### src/rtl/ub_multitap_delay_line.sv
// Multi-tap delay line: one shared circular buffer, one write pointer, and a
// registered output per tap whose delay is counted in accepted samples.
module ub_multitap_delay_line #(
  parameter int WIDTH    = 16,
  parameter int DEPTH    = 128,
  parameter int NUM_TAPS = 4,
  parameter logic [16*NUM_TAPS-1:0] TAP_DELAYS = {16'd2, 16'd1, 16'd65, 16'd66}
) (
  input  logic                         clk,
  input  logic                         rst_n,
  input  logic                         flush,
  input  logic                         in_en,
  input  logic [WIDTH-1:0]             in_data,
  output logic [WIDTH-1:0]             out_data [NUM_TAPS-1:0],
  output logic [NUM_TAPS-1:0]          out_valid,
  output logic [$clog2(DEPTH+1)-1:0]   fill_level
);

  localparam int PTR_W  = (DEPTH > 1) ? $clog2(DEPTH) : 1;
  localparam int FILL_W = $clog2(DEPTH+1);

  function automatic int unsigned tap_delay(input int i);
    return 32'(TAP_DELAYS[16*i +: 16]);
  endfunction

  if (DEPTH < 1 || NUM_TAPS < 1) begin : g_bad_cfg
    $error("ub_multitap_delay_line: DEPTH and NUM_TAPS must be at least 1");
  end

  for (genvar g = 0; g < NUM_TAPS; g++) begin : g_tap_chk
    if (tap_delay(g) < 1 || tap_delay(g) > 32'(DEPTH)) begin : g_bad_delay
      $error("ub_multitap_delay_line: tap delay outside 1..DEPTH");
    end
  end

  logic [WIDTH-1:0]    mem_q [DEPTH];
  logic [PTR_W-1:0]    wr_ptr_q,   wr_ptr_d;
  logic [FILL_W-1:0]   fill_q,     fill_d;
  logic [NUM_TAPS-1:0] valid_q,    valid_d;
  logic [WIDTH-1:0]    out_data_q [NUM_TAPS-1:0];
  logic [WIDTH-1:0]    out_data_d [NUM_TAPS-1:0];

  logic accept;
  assign accept = in_en && !flush;

  // The word written n-D+1 samples ago sits D-1 slots behind wr_ptr; with
  // D <= DEPTH it is never the slot being overwritten on this edge.
  always_comb begin
    int unsigned rd;
    wr_ptr_d   = wr_ptr_q;
    fill_d     = fill_q;
    valid_d    = valid_q;
    out_data_d = out_data_q;
    rd         = 0;
    if (flush) begin
      wr_ptr_d = '0;
      fill_d   = '0;
      valid_d  = '0;
      for (int i = 0; i < NUM_TAPS; i++) out_data_d[i] = '0;
    end else if (in_en) begin
      wr_ptr_d = (wr_ptr_q == PTR_W'(DEPTH-1)) ? '0 : wr_ptr_q + 1'b1;
      fill_d   = (fill_q == FILL_W'(DEPTH)) ? fill_q : fill_q + 1'b1;
      for (int i = 0; i < NUM_TAPS; i++) begin
        if (32'(fill_q) + 1 >= tap_delay(i)) begin
          rd            = (32'(wr_ptr_q) + 32'(DEPTH) + 1 - tap_delay(i)) % 32'(DEPTH);
          valid_d[i]    = 1'b1;
          out_data_d[i] = (tap_delay(i) == 1) ? in_data : mem_q[rd[PTR_W-1:0]];
        end
      end
    end
  end

  // NOTE: only control/output state is reset; the buffer itself is not, since
  // no output reads a word before the fill count proves it was written.
  always_ff @(posedge clk) begin
    if (accept) mem_q[wr_ptr_q] <= in_data;
  end

  always_ff @(posedge clk or negedge rst_n) begin
    if (!rst_n) begin
      wr_ptr_q <= '0;
      fill_q   <= '0;
      valid_q  <= '0;
      for (int i = 0; i < NUM_TAPS; i++) out_data_q[i] <= '0;
    end else begin
      wr_ptr_q   <= wr_ptr_d;
      fill_q     <= fill_d;
      valid_q    <= valid_d;
      out_data_q <= out_data_d;
    end
  end

  assign out_data   = out_data_q;
  assign out_valid  = valid_q;
  assign fill_level = fill_q;

endmodule

### config.mk
export PLATFORM = sky130hd
export DESIGN_NAME = ub_multitap_delay_line
export DESIGN_NICKNAME = d
export VERILOG_FILES = /design/src/rtl/ub_multitap_delay_line.sv
export SDC_FILE = /design/constraint.sdc
export NUM_CORES = 2
export LEC_CHECK = 0
export ABC_CLOCK_PERIOD_IN_PS = 7800
export BUFFER_PORTS_ARGS = -buffer_cell sky130_fd_sc_hd__buf_2
export CAP_MARGIN = 0
export CORE_MARGIN = 2
export CORE_UTILIZATION = 30
export CTS_CLUSTER_SIZE = 20
export DETAILED_ROUTE_END_ITERATION = 16
export PLACE_DENSITY_LB_ADDON = 0.25
export SYNTH_ARGS = -nofsm -noshare
export SYNTH_HDL_FRONTEND = slang
export SYNTH_SLANG_ARGS = --single-unit
### constraint.sdc
create_clock -name clk -period 7.8 [get_ports clk]
set_clock_uncertainty 0.15 [all_clocks]
set_input_delay 0.78 -clock clk [delete_from_list [all_inputs] [get_ports clk]]
set_output_delay 0.78 -clock clk [all_outputs]
set_load 0.05 [all_outputs]
==> run_results.csv <==
group,metric,value,unit
placed_design,post-place-cells,9376,
pwr,comb_power_share,18.4,%
worst_setup_path,max_stage_delay,0.84,ns
min_path,hold_class,"primary input to flop",
worst_setup_path,crit_path_start_kind,"flop",
yosys,synthArstFlopShare,3.89,%
clock_tree,ctsLongestPathBuffers,4,
drt,vias_per_cell,5.77,
finish,layout_common_cells,"edfxtp_1 (2048), mux4_2 (1123), nand2_1 (474), clkbuf_16 (236), buf_4 (198)",
sta,whs,0.134,ns
yosys,synth_top_area_cell,"edfxtp_1",
sta,rsz0062_at_grt,"false",
drt,postRouteAntennaNets,0,
yosys,syn_area,99500,um2
yosys,synth_top_area_share,61.8,%
die,core_area,330000,um2
pwr,ir_worst_vdd,0.192,mV
die,io_pins,96,
drt,routed_wl,339,mm
clock_tree,cts_sinks,2131,
clock_tree,root_buffer,"clkbuf_16",
worst_setup_path,required,8.38,ns
sta,worst_pin_slew,1.42,ns
yosys,ys_ff_latch,2131,
finish,stdcell_count,9803,
worst_setup_path,r2r_cells,11,
finish,drive_above_1_share,35.9,%
clock_tree,cts_resized,0,
drt,drc,0,
finish,final_common_cell,"edfxtp_1",
pwr,p_leak,34.5,nW
yosys,netlist_instances,5123,
global_routing,grt_pass1_wl,470,mm
drt,drtIter0Drc,7762,
yosys,yosys_warnings,0,
global_routing,grtUsageTotal,19.8,%
worst_setup_path,slowest_stage,"xnor2_4",
clock_tree,htreeDepth,4,
clock_tree,cts_made_buffers,234,
yosys,yosysSeqAreaShare,63.9,%
yosys,ys_types,77,
pwr,p_per_area,257,nW/um2
drt,num_vias,56546,
outcome,status,"finished clean",
pwr,p_switching,8.03,mW
global_routing,grt_start_max_net_pins,142,
pwr,clock_power_share,38.0,%
yosys,ys.flop_type,"edfxtp_1",
min_path,timing.hold.worst_endpoint,"wr_ptr_q[4]",
yosys,synth.net_count,5149,
drt,routedWlPerCell,34.6,um
clock_tree,cts_tree,"done",
worst_setup_path,cp.arrival,7.02,ns
placed_design,hpwl,215,mm
global_routing,grt_pass1_vias,55940,
worst_setup_path,end_kind,"flop",
worst_setup_path,r2r_end,"out_data[24]",
flow_run,maxCapViolCount,0,
die,rows,211,
sta,fmax,155,MHz
global_routing,antenna_found_initial,26,
finish,nNetsFinal,5273,
global_routing,grt_overflow,0,
yosys,syn_area_per_cell,19.4,um2
placed_design,gp_congestion,0.850,
worst_setup_path,reg2reg_slack,1.36,ns
sta,drv_slew,0,
placed_design,port_buffers,95,
pwr,seq_power_share,43.6,%
die,die_y,580,um
clock_tree,worstSkewPairLatency,0.92,ns
finish,area_delta_synth_final,13.9,%
pwr,switching_share,27.6,%
clock_tree,clk_pin_slew,0.07,ns
sta,maxSlewHeadroom,4.41,%
worst_setup_path,crit_chain,"ha_4 > inv_1 > ha_1 > and2_1 > a211o_1 > xnor2_4 > buf_4 > buf_12 > mux4_2 > a222oi_1 > nand3_1",
yosys,synth-edff-count,2048,
sta,fin_setup_tns,0,ns
sta,finalCritPeriodShare,82.5,%
worst_setup_path,crit_type,"flop to flop",
die,die_area,336000,um2
die,die_w,580,um
worst_setup_path,r2r_start,"wr_ptr_q[0]",
pwr,intPower,21.1,mW
yosys,synth.area.top_cells,"edfxtp_1 (62%), mux4_2 (25%), dfrtp_1 (2.1%), nand2_1 (1.8%), buf_2 (0.88%)",
min_path,hold_depth,2,
sta,period_needed,6.44,ns
sta,setup_violations,0,
sta,hold_viol_final,0,
die,initial_core_util,30.1,%
drt,firstDrtPassIters,8,
min_path,hp-start,"flush",
worst_setup_path,path_max_fanout,55,
## through the flow
step	total power [mW]	utilization [%]	worst slack [ns]	area, um2
6_report	29.1	34.3	1.36	113000
5_1_grt	30.0	34.3	1.24	113000
4_1_cts	29.4	34.3	1.32	113000
3_5_place_dp	18.3	32.0	1.35	106000
3_3_place_gp	18.3	32.0	1.16	106000
2_1_floorplan	16.3	-	2.86	99500
## critical path: cells and delay by family (launching register included)
kind | cells | cell delay [ns]
AOI/OAI and AO/OA | 2 | 1.23
xor gates and xnor gates | 1 | 0.84
adders and majority gates | 2 | 1.18
buffers and inverters | 3 | 0.93
DFF | 1 | 0.71
muxes | 1 | 0.66
and+or+nand+nor | 2 | 0.35
## final cells by class
class	count	area, um2
timing repair buffer	301	2360
tap	4366	5460
clock buffer	286	6160
multi-input combinational	2574	34400
inverter	5	18.8
clock inverter	135	1390
sequential	2131	63600
antenna	5	12.5
fill	30668	217000
## worst max path at each step
stage                 from           end  cells after the start
6_report       wr_ptr_q[0]  out_data[24]                     11
4_1_cts        wr_ptr_q[0]  out_data[24]                     11
3_5_place_dp   wr_ptr_q[0]  out_data[24]                     11
3_3_place_gp   wr_ptr_q[0]  out_data[27]                     12
5_1_grt        wr_ptr_q[0]  out_data[24]                     11
2_1_floorplan  wr_ptr_q[0]  out_data[15]                     19
## power by group through the flow
stage / Combinational (mW) / Sequential, mW / Clock (mW)
after global routing: 5.59 / 12.7 / 11.7
after global placement: 5.37 / 12.9 / 0
after CTS: 5.38 / 12.7 / 11.3
after detailed placement: 5.37 / 12.9 / 0
after floorplan: 3.19 / 13.1 / 0
final: 5.36 / 12.7 / 11.1
## layer usage
metal	global-route usage, %	vias up	share of wire, %	routed length (um)
li1	-	22166	-	-
met1	27.9	30974	41	141000
met2	30.9	2913	46	157000
met3	3.60	481	8.7	29500
met4	6.40	12	3.6	12200
met5	0	-	0.022	73
## cells by family after synthesis
kind of cell / synth area share (%)
compound gates: 2.81
simple gates: 4.30
mux: 26.5
xor+xnor: 0.215
fa+ha+maj: 0.0754
flops: 63.9
buf+inv: 2.26
## synthesized netlist by cell type, types with 34 or more instances
cell,number
a211oi_1,51
a22o_1,34
a31oi_1,43
and3_1,46
buf_2,175
buf_4,71
clkbuf_1,115
dfrtp_1,83
edfxtp_1,2048
mux2i_1,76
mux4_2,1123
nand2_1,475
nand3_1,128
nor2_1,150
o21ai_0,41
## state kept, by name, summed over array words and instances (netlist names)
name and flops:
out_valid 4, wr_ptr_q 7, out_data 64, mem_q 2048, fill_level 8
## what timing repair did
| action | CTS | global route |
|---|---|---|
| hold endpoints to repair | 27 | 0 |
| hold buffers | 1 | 0 |
| buffers inserted | 0 | 0 |
Power figures use the tool's default switching activity.
